$ cat config.mk
export PLATFORM = sky130hd
export DESIGN_NAME = lsu_mem_stage
export DESIGN_NICKNAME = d
export VERILOG_FILES = /design/src/rtl/lsu_mem_stage_pkg.sv /design/src/rtl/lsu_mem_stage_align.sv /design/src/rtl/lsu_mem_stage.sv
export SDC_FILE = /design/constraint.sdc
export NUM_CORES = 1
export LEC_CHECK = 0
export ABC_AREA = 0
export ABC_CLOCK_PERIOD_IN_PS = 6050
export BUFFER_PORTS_ARGS = -buffer_cell sky130_fd_sc_hd__buf_2
export CAP_MARGIN = 20
export CORE_MARGIN = 2
export CORE_UTILIZATION = 25
export CTS_CLUSTER_SIZE = 10
export DETAILED_ROUTE_END_ITERATION = 10
export GPL_ROUTABILITY_DRIVEN = 0
export PLACE_DENSITY = 0.45
export SLEW_MARGIN = 20
export SYNTH_ARGS = -nofsm -noshare
export SYNTH_HDL_FRONTEND = slang
export SYNTH_SLANG_ARGS = --single-unit
$ cat constraint.sdc
create_clock -name clk_i -period 6.05 [get_ports clk_i]
set_clock_uncertainty 0.05 [all_clocks]
set_input_delay 0.3025 -clock clk_i [delete_from_list [all_inputs] [get_ports clk_i]]
set_output_delay 0.3025 -clock clk_i [all_outputs]
set_load 0.05 [all_outputs]
$ cat src/rtl/lsu_mem_stage_pkg.sv
// Shared definitions for the memory-stage load/store unit.
package lsu_mem_stage_pkg;

  localparam logic [2:0] LSU_F3_B  = 3'b000;
  localparam logic [2:0] LSU_F3_H  = 3'b001;
  localparam logic [2:0] LSU_F3_W  = 3'b010;
  localparam logic [2:0] LSU_F3_BU = 3'b100;
  localparam logic [2:0] LSU_F3_HU = 3'b101;

  typedef enum logic [1:0] {
    LSU_ST_IDLE = 2'd0,
    LSU_ST_REQ  = 2'd1,
    LSU_ST_RESP = 2'd2
  } lsu_state_e;

  typedef enum logic [1:0] {
    LSU_CAUSE_NONE     = 2'd0,
    LSU_CAUSE_MISALIGN = 2'd1,
    LSU_CAUSE_TIMEOUT  = 2'd2
  } lsu_cause_e;

  // funct3 encodings with no load/store meaning, plus unsigned stores
  function automatic logic lsu_f3_illegal(input logic we, input logic [2:0] f3);
    logic bad;
    bad = (f3 == 3'b011) || (f3[2:1] == 2'b11) || (we && f3[2]);
    return bad;
  endfunction

endpackage

$ cat src/rtl/lsu_mem_stage_align.sv
// Lane formatting: byte enables, store replication, load extraction/extension.
module lsu_align
  import lsu_mem_stage_pkg::*;
(
  input  logic [2:0]  funct3_i,
  input  logic [1:0]  addr_i,
  input  logic [31:0] wdata_i,
  input  logic [31:0] rdata_i,
  output logic [3:0]  be_o,
  output logic [31:0] wdata_o,
  output logic [31:0] rdata_o,
  output logic        misaligned_o
);

  logic [31:0] shifted;

  // Size-dependent byte enables, store lane replication and alignment check
  always_comb begin
    be_o         = 4'b1111;
    wdata_o      = wdata_i;
    misaligned_o = 1'b0;
    case (funct3_i[1:0])
      2'b00: begin
        be_o    = 4'b0001 << addr_i;
        wdata_o = {4{wdata_i[7:0]}};
      end
      2'b01: begin
        be_o         = 4'b0011 << {addr_i[1], 1'b0};
        wdata_o      = {2{wdata_i[15:0]}};
        misaligned_o = addr_i[0];
      end
      default: begin
        be_o         = 4'b1111;
        wdata_o      = wdata_i;
        misaligned_o = (addr_i != 2'b00);
      end
    endcase
  end

  // Shift the addressed lane down and extend it to 32 bits
  always_comb begin
    shifted = rdata_i >> {addr_i, 3'b000};
    case (funct3_i)
      LSU_F3_B:  rdata_o = {{24{shifted[7]}}, shifted[7:0]};
      LSU_F3_H:  rdata_o = {{16{shifted[15]}}, shifted[15:0]};
      LSU_F3_BU: rdata_o = {24'h0, shifted[7:0]};
      LSU_F3_HU: rdata_o = {16'h0, shifted[15:0]};
      default:   rdata_o = shifted;
    endcase
  end

endmodule

$ cat src/rtl/lsu_mem_stage.sv
// Memory-stage load/store unit: one bus transaction per accepted request.
module lsu_mem_stage
  import lsu_mem_stage_pkg::*;
#(
  parameter int unsigned TIMEOUT_CYCLES = 16
) (
  input  logic        clk_i,
  input  logic        rst_i,
  input  logic        req_valid_i,
  output logic        req_ready_o,
  input  logic        req_we_i,
  input  logic [2:0]  req_funct3_i,
  input  logic [31:0] req_addr_i,
  input  logic [31:0] req_wdata_i,
  output logic        resp_valid_o,
  output logic [31:0] resp_rdata_o,
  output logic        resp_err_o,
  output logic [1:0]  resp_cause_o,
  output logic        mem_req_o,
  output logic        mem_we_o,
  output logic [31:0] mem_addr_o,
  output logic [3:0]  mem_be_o,
  output logic [31:0] mem_wdata_o,
  input  logic        mem_ack_i,
  input  logic [31:0] mem_rdata_i
);

  localparam logic [7:0] TO_LAST = 8'(TIMEOUT_CYCLES - 1);

  lsu_state_e  state_q, state_d;
  logic [7:0]  cnt_q, cnt_d;
  logic        we_q, we_d;
  logic [2:0]  f3_q, f3_d;
  logic [1:0]  off_q, off_d;
  logic [31:0] addr_q, addr_d;
  logic [3:0]  be_q, be_d;
  logic [31:0] wdata_q, wdata_d;
  logic [31:0] rdata_q, rdata_d;
  logic        err_q, err_d;
  lsu_cause_e  cause_q, cause_d;

  logic [2:0]  al_f3;
  logic [1:0]  al_off;
  logic [3:0]  al_be;
  logic [31:0] al_wdata;
  logic [31:0] al_rdata;
  logic        al_mis;

  // One formatter serves both phases: request fields in IDLE, latched fields after
  always_comb begin
    al_f3  = (state_q == LSU_ST_IDLE) ? req_funct3_i : f3_q;
    al_off = (state_q == LSU_ST_IDLE) ? req_addr_i[1:0] : off_q;
  end

  lsu_align u_align (
    .funct3_i     (al_f3),
    .addr_i       (al_off),
    .wdata_i      (req_wdata_i),
    .rdata_i      (mem_rdata_i),
    .be_o         (al_be),
    .wdata_o      (al_wdata),
    .rdata_o      (al_rdata),
    .misaligned_o (al_mis)
  );

  // Next-state, latch and timeout logic
  always_comb begin
    state_d = state_q;
    cnt_d   = cnt_q;
    we_d    = we_q;
    f3_d    = f3_q;
    off_d   = off_q;
    addr_d  = addr_q;
    be_d    = be_q;
    wdata_d = wdata_q;
    rdata_d = rdata_q;
    err_d   = err_q;
    cause_d = cause_q;
    case (state_q)
      LSU_ST_IDLE: begin
        if (req_valid_i) begin
          we_d    = req_we_i;
          f3_d    = req_funct3_i;
          off_d   = req_addr_i[1:0];
          addr_d  = {req_addr_i[31:2], 2'b00};
          be_d    = al_be;
          wdata_d = al_wdata;
          rdata_d = '0;
          cnt_d   = '0;
          if (al_mis || lsu_f3_illegal(req_we_i, req_funct3_i)) begin
            state_d = LSU_ST_RESP;
            err_d   = 1'b1;
            cause_d = LSU_CAUSE_MISALIGN;
          end else begin
            state_d = LSU_ST_REQ;
            err_d   = 1'b0;
            cause_d = LSU_CAUSE_NONE;
          end
        end
      end
      LSU_ST_REQ: begin
        // ack is tested first so it wins over a coincident timeout
        if (mem_ack_i) begin
          state_d = LSU_ST_RESP;
          rdata_d = we_q ? '0 : al_rdata;
          cnt_d   = '0;
        end else if (cnt_q == TO_LAST) begin
          state_d = LSU_ST_RESP;
          err_d   = 1'b1;
          cause_d = LSU_CAUSE_TIMEOUT;
          cnt_d   = '0;
        end else begin
          cnt_d = cnt_q + 8'd1;
        end
      end
      LSU_ST_RESP: begin
        state_d = LSU_ST_IDLE;
        err_d   = 1'b0;
        cause_d = LSU_CAUSE_NONE;
        rdata_d = '0;
      end
      default: state_d = LSU_ST_IDLE;
    endcase
  end

  // State and datapath registers
  always_ff @(posedge clk_i) begin
    if (rst_i) begin
      state_q <= LSU_ST_IDLE;
      cnt_q   <= '0;
      we_q    <= 1'b0;
      f3_q    <= '0;
      off_q   <= '0;
      addr_q  <= '0;
      be_q    <= '0;
      wdata_q <= '0;
      rdata_q <= '0;
      err_q   <= 1'b0;
      cause_q <= LSU_CAUSE_NONE;
    end else begin
      state_q <= state_d;
      cnt_q   <= cnt_d;
      we_q    <= we_d;
      f3_q    <= f3_d;
      off_q   <= off_d;
      addr_q  <= addr_d;
      be_q    <= be_d;
      wdata_q <= wdata_d;
      rdata_q <= rdata_d;
      err_q   <= err_d;
      cause_q <= cause_d;
    end
  end

  // Output decode
  always_comb begin
    req_ready_o  = (state_q == LSU_ST_IDLE);
    mem_req_o    = (state_q == LSU_ST_REQ);
    resp_valid_o = (state_q == LSU_ST_RESP);
    resp_rdata_o = rdata_q;
    resp_err_o   = err_q;
    resp_cause_o = cause_q;
    mem_we_o     = we_q;
    mem_addr_o   = addr_q;
    mem_be_o     = be_q;
    mem_wdata_o  = wdata_q;
  end

endmodule
==> results of run 1 <==
## worst paths after layout
| check | from | end | slack, ps | cells past startpoint |
|---|---|---|---|---|
| min | req_addr_i[19] | mem_addr_o[19] | 70 | 3 |
| min reg2reg | mem_addr_o[24] | mem_addr_o[24] | 400 | 2 |
| max reg2reg | state_q[1] | state_q[1] | 2710 | 8 |
| max | state_q[1] | state_q[1] | 2710 | 8 |
## metal layers
layer | share of wire, % | global-route usage (%) | routed length [microns]
met3 | 6.9 | 4.98 | 1200
met4 | 1.0 | 4.14 | 178
met2 | 46 | 23.8 | 8020
met1 | 46 | 20.8 | 7910
met5 | 0 | 0 | 0
## power by group through the flow
stage,clock (W),combinational (W),sequential [W]
3_5_place_dp,0,0.000769,0.000890
6_report,0.00101,0.000761,0.000874
2_1_floorplan,0,0.000384,0.00109
5_1_grt,0.00107,0.000829,0.000883
4_1_cts,0.00104,0.000769,0.000874
3_3_place_gp,0,0.000770,0.000890
## cells in the final DEF (no fill, tap or decap), types with 9 or more instances in the layout
| cell | Yosys | routed |
|---|---|---|
| a311oi_1 | 16 | 16 |
| a21oi_1 | 52 | 52 |
| mux2i_1 | 17 | 16 |
| o21ai_0 | 12 | 12 |
| clkbuf_16 | 0 | 17 |
| nor2_1 | 49 | 49 |
| buf_2 | 11 | 207 |
| a32oi_1 | 9 | 9 |
| nand2_1 | 183 | 182 |
| dfxtp_1 | 117 | 117 |
## through the flow
| stage | instances | hold WS (ps) |
|---|---|---|
| detailed placement | 1069 | 392 |
| CTS | 1100 | 48.2 |
| global placement | 1069 | 389 |
| floorplan | 629 | 386 |
| global route | 1100 | 48.8 |
| finish | 1100 | 69.3 |
## logic make-up (layout without fill, tap and decap cells)
logic type,Yosys count,in the layout,share of synthesized area (%)
and+or+nand+nor,273,273,22.6
buffers and inverters,51,247,5.14
muxes,22,22,4.47
AOI/OAI and AO/OA,153,153,21.0
xor gates and xnor gates,6,6,1.00
DFF,117,117,44.6
other,1,2,0.0713
adders and majority gates,5,5,1.19
## area by class of cell
class	instances	area, sq um
flip-flops and latches	117	2340
clock inverters	12	131
well taps	275	344
repair buffers	211	1070
clock buffers	19	453
fillers	2246	13800
inverters	5	18.8
multi-input cells	461	2660
## critical path: stages, from the launching register on
cell and delay [ps]:
dfxtp_1 330, inv_1 100, ha_1 420, buf_4 330, mux2i_2 760, o21ai_0 200, a221oi_1 660, a21boi_0 190
o21a_1 200
## flip-flops by register name (all words and copies together), names as in the netlist
register,cells
cnt_q,8
f3_q,3
mem_addr_o,30
mem_be_o,4
mem_wdata_o,32
mem_we_o,1
off_q,2
resp_cause_o,2
resp_err_o,1
resp_rdata_o,32
state_q,2
==> results.json, run 1 <==
{
  "netlist_area_sq_um": 5260,
  "finalSetupTns_ps": 0,
  "cts_resized": 0,
  "drive_gt1_share_pct": 32.2,
  "ys_warn_count": 0,
  "p_leak_nw": 3.15,
  "p_sw_w": 0.000967,
  "status": "finished clean",
  "vias": 5049,
  "p_int_w": 0.00168,
  "cts_made_buffers": 17,
  "crit_type": "flip-flop to flip-flop",
  "cts_tree": "done",
  "relSlewSlack_pct": 34.6,
  "antennaDiodeCount": 0,
  "fmax_mhz": 299,
  "maxSlewViolCount": 0,
  "power_frac_seq_pct": 33.1,
  "finalSetupViolations": 0,
  "grt_pass1_wl_microns": 26900,
  "p_sw_share_pct": 36.6,
  "grt_max_degree": 95,
  "drt_iter0_drc": 341,
  "wl_per_cell_microns": 15.7,
  "postCtsSetupBuffers": 0,
  "nets": 922,
  "async_flop_share_pct": 0,
  "finalWorstSetupSlack_ps": 2710,
  "clkSinkCount": 117,
  "ys.flop_type": "dfxtp_1",
  "ir_drop_mv": 0.168,
  "combPwrFrac_pct": 28.8,
  "synth_edf_count": 0,
  "worstMarginPinSlew_ps": 980,
  "period_minus_slack_ps": 3340,
  "area_growth_pct": 33.5,
  "yosysMostFrequentCell": "nand2_1",
  "start_kind": "flip-flop",
  "synthTopCellsByCount": "nand2_1, dfxtp_1, a21oi_1",
  "core.rowCount": 53,
  "avgSynthCellArea_sq_um": 8.37,
  "utilization_pct": 33.7,
  "io_pins": 211,
  "cp_data_required_time_ps": 6310,
  "finalPower_w": 0.00264,
  "power_density_nw_per_um2": 377,
  "fin_area_sq_um": 7020,
  "placed_area_sq_um": 6430,
  "worst_setup_path_end_kind": "flip-flop",
  "grt_antenna_before_repair": 1,
  "drc": 0,
  "port_buffers": 208,
  "p_clk_share_pct": 38.1,
  "synthCells": 628,
  "yosysTopAreaCellShare_pct": 44.6,
  "hold_violations": 0,
  "rsz0062_at_grt": "false",
  "dieWidth_microns": 149,
  "pre_cts_ws_ps": 2780,
  "first_pass_iters": 5,
  "htreeDepth": 4,
  "synth_area_leaders": "dfxtp_1, nand2_1, a21oi_1",
  "ant_nets": 0,
  "root_buffer": "clkbuf_16",
  "die-area_sq_um": 22200,
  "synth_seq_cells": 117,
  "overflow": 0,
  "clk_latency_ps": 410,
  "routed_via_density": 4.59,
  "yosys.area.top_type": "dfxtp_1",
  "finalWirelength_microns": 17300,
  "core_area_sq_um": 20800,
  "first_global_vias": 4847,
  "die_h_microns": 149,
  "path_clk_slew_ps": 60,
  "synth_cell_types": 68,
  "path_max_fanout": 19,
  "min_path_type": "primary input to flip-flop",
  "holdBufCountCts": 0,
  "yosysSeqAreaShare_pct": 44.6,
  "dp_hpwl_microns": 12400,
  "initial_core_util_pct": 25.2,
  "max_cap_violations": 0,
  "finalCritPeriodShare_pct": 55.3,
  "crit_arrival_ps": 3600,
  "cts_buffer_depth": 2,
  "track_usage_pct": 15.4
}
Power figures use the tool's default switching activity.
==> inputs of run 2 (changes only) <==
--- a/config.mk
+++ b/config.mk
@@ -6,7 +6,7 @@
 export NUM_CORES = 1
 export LEC_CHECK = 0
 export ABC_AREA = 0
-export ABC_CLOCK_PERIOD_IN_PS = 6050
+export ABC_CLOCK_PERIOD_IN_PS = 3000
 export BUFFER_PORTS_ARGS = -buffer_cell sky130_fd_sc_hd__buf_2
 export CAP_MARGIN = 20
 export CORE_MARGIN = 2
@@ -14,7 +14,7 @@
 export CTS_CLUSTER_SIZE = 10
 export DETAILED_ROUTE_END_ITERATION = 10
 export GPL_ROUTABILITY_DRIVEN = 0
-export PLACE_DENSITY = 0.45
+export PLACE_DENSITY = 0.46
 export SLEW_MARGIN = 20
 export SYNTH_ARGS = -nofsm -noshare
 export SYNTH_HDL_FRONTEND = slang
==> constraint.sdc (replaced) <==
create_clock -name clk_i -period 3 [get_ports clk_i]
set_clock_uncertainty 0.05 [all_clocks]
set_input_delay 0.15 -clock clk_i [delete_from_list [all_inputs] [get_ports clk_i]]
set_output_delay 0.15 -clock clk_i [all_outputs]
set_load 0.05 [all_outputs]
==> run 2 against run 1 <==
Net effect:
- final area grew 13%
- cell count rose by 8.8%
- register-to-register slack got worse by 2400 ps
- highest routed layer unchanged
- core utilization increased by 4.5 points
- largest cell class unchanged
- sequential share of layout area fell by 4.0 points
- maximum frequency up 24%
- critical endpoint is now mem_wdata_o[10]
- combinational power increased by 130%
==> results.json, run 2 (same netlist as run 1, synthesis figures left out) <==
{
  "status": "finished clean",
  "path_max_fanout": 12,
  "first_pass_iters": 5,
  "htreeDepth": 4,
  "routed_via_density": 4.56,
  "relSlewSlack_pct": 54.6,
  "initial_core_util_pct": 25.2,
  "nets": 1017,
  "vias": 5460,
  "drc": 0,
  "fmax_mhz": 370,
  "final_common_cell": "buf_2",
  "wl_per_cell_microns": 15.4,
  "finalCritPeriodShare_pct": 90.0,
  "fin_cells": 1197,
  "rsz0062_at_grt": "false",
  "ant_nets": 0,
  "crit_arrival_ps": 3010,
  "cp_data_required_time_ps": 3310,
  "min_path_type": "primary input to flip-flop",
  "clk_latency_ps": 420,
  "grt_pass1_wl_microns": 29300,
  "worstMarginPinSlew_ps": 681,
  "start_kind": "flip-flop",
  "multiInputGateArea_sq_um": 2660,
  "regArea_sq_um": 2340,
  "port_buffers": 208,
  "core_area_sq_um": 20800,
  "p_leak_nw": 3.58,
  "cts_buffer_depth": 2,
  "period_minus_slack_ps": 2700,
  "die-area_sq_um": 22200,
  "rrSetupSlack_ps": 300,
  "crit_type": "flip-flop to flip-flop",
  "hold_violations": 0,
  "cts_made_buffers": 17,
  "track_usage_pct": 16.8,
  "area_growth_pct": 51.5,
  "root_buffer": "clkbuf_16",
  "finalSetupViolations": 0,
  "grt_antenna_before_repair": 1,
  "io_pins": 211,
  "grt_max_degree": 61,
  "drive_gt1_share_pct": 30.6,
  "finalSetupTns_ps": 0,
  "most-common-layout-cells": "buf_2, nand2_1, dfxtp_1",
  "overflow": 0,
  "ir_drop_mv": 0.467,
  "dp_hpwl_microns": 12800,
  "path_clk_slew_ps": 60,
  "max_cap_violations": 0,
  "fillerInstances": 2213,
  "clkSinkCount": 117,
  "dieWidth_microns": 149,
  "place_inst": 1082,
  "worst_setup_path_end_kind": "flip-flop",
  "maxSlewViolCount": 0,
  "power_density_nw_per_um2": 691,
  "finalPower_w": 0.00551,
  "cts_tree": "done",
  "first_global_vias": 5455,
  "finalWirelength_microns": 18400,
  "drt_iter0_drc": 380,
  "core.rowCount": 53,
  "die_h_microns": 149
}
[run 2: cell count changes in the layout (fill, tap and decap cells not counted), moves of 2 or more]
| cell | previous run | this run |
|---|---|---|
| buf_12 | 0 | 2 |
| clkinv_2 | 3 | 1 |
| dlygate4sd3_1 | 0 | 82 |
| inv_6 | 0 | 4 |
| buf_4 | 4 | 15 |
[run 2: path summary, 6_finish.rpt]
kind	startpoint	end	cells past startpoint
worst min register to register	resp_rdata_o[14]	resp_rdata_o[14]	2
worst max register to register	state_q[0]	mem_wdata_o[10]	9
worst min-delay path	mem_rdata_i[18]	resp_rdata_o[10]	3
worst max-delay path	state_q[0]	mem_wdata_o[10]	9
[run 2: layout make-up]
cell class	instances	area share, %
inverter	5	0.236
clock buffer	20	5.86
multi-input combinational	461	33.4
tap	275	4.32
clock inverter	12	1.48
sequential	117	29.4
antenna	1	0.0314
timing repair buffer	306	25.2
[run 2: critical path: stages (launching register included)]
cell and delay, ps:
dfxtp_1 370, inv_1 80, ha_2 270, buf_4 200, nor3_1 350, or2_4 270, buf_12 150, nand2_1 50
a311oi_1 260, dlygate4sd3_1 580
[run 2: stage by stage]
step                utilization (%)  cell area [sq um]  hold WS, ps  setup slack (ps)
floorplan                         -               5260          236               457
detailed placement             31.5               6550          348               364
global route                   38.2               7960         19.7               131
CTS                            38.2               7960        0.529              49.2
finish                         38.2               7960         13.2               301
global placement               31.5               6550          341               408
[run 2: timing repair]
| item | 4_1_cts | 5_1_grt |
|---|---|---|
| hold endpoints to repair | 68 | 0 |
| resized for setup | 0 | 2 |
| buffers inserted | 0 | 0 |
| endpoints found under the setup margin | 0 | 12 |
| hold buffers | 82 | 0 |
[run 2: routing by layer]
metal	routed length [microns]	part of all wire (%)	vias up	track usage, %
li1	-	-	2774	-
met1	8410	46	2487	21.8
met2	8360	45	168	26.1
met3	1150	6.3	31	5.20
met4	465	2.5	0	6.29
met5	0	0	-	0
[run 2: where the power goes]
| group | total [W] | switching, W | internal (W) |
|---|---|---|---|
| clock network | 0.00202 | 0.000807 | 0.00122 |
| registers | 0.00176 | 0.0000705 | 0.00169 |
| logic | 0.00173 | 0.00115 | 0.000578 |
| total | 0.00551 | 0.00202 | 0.00348 |
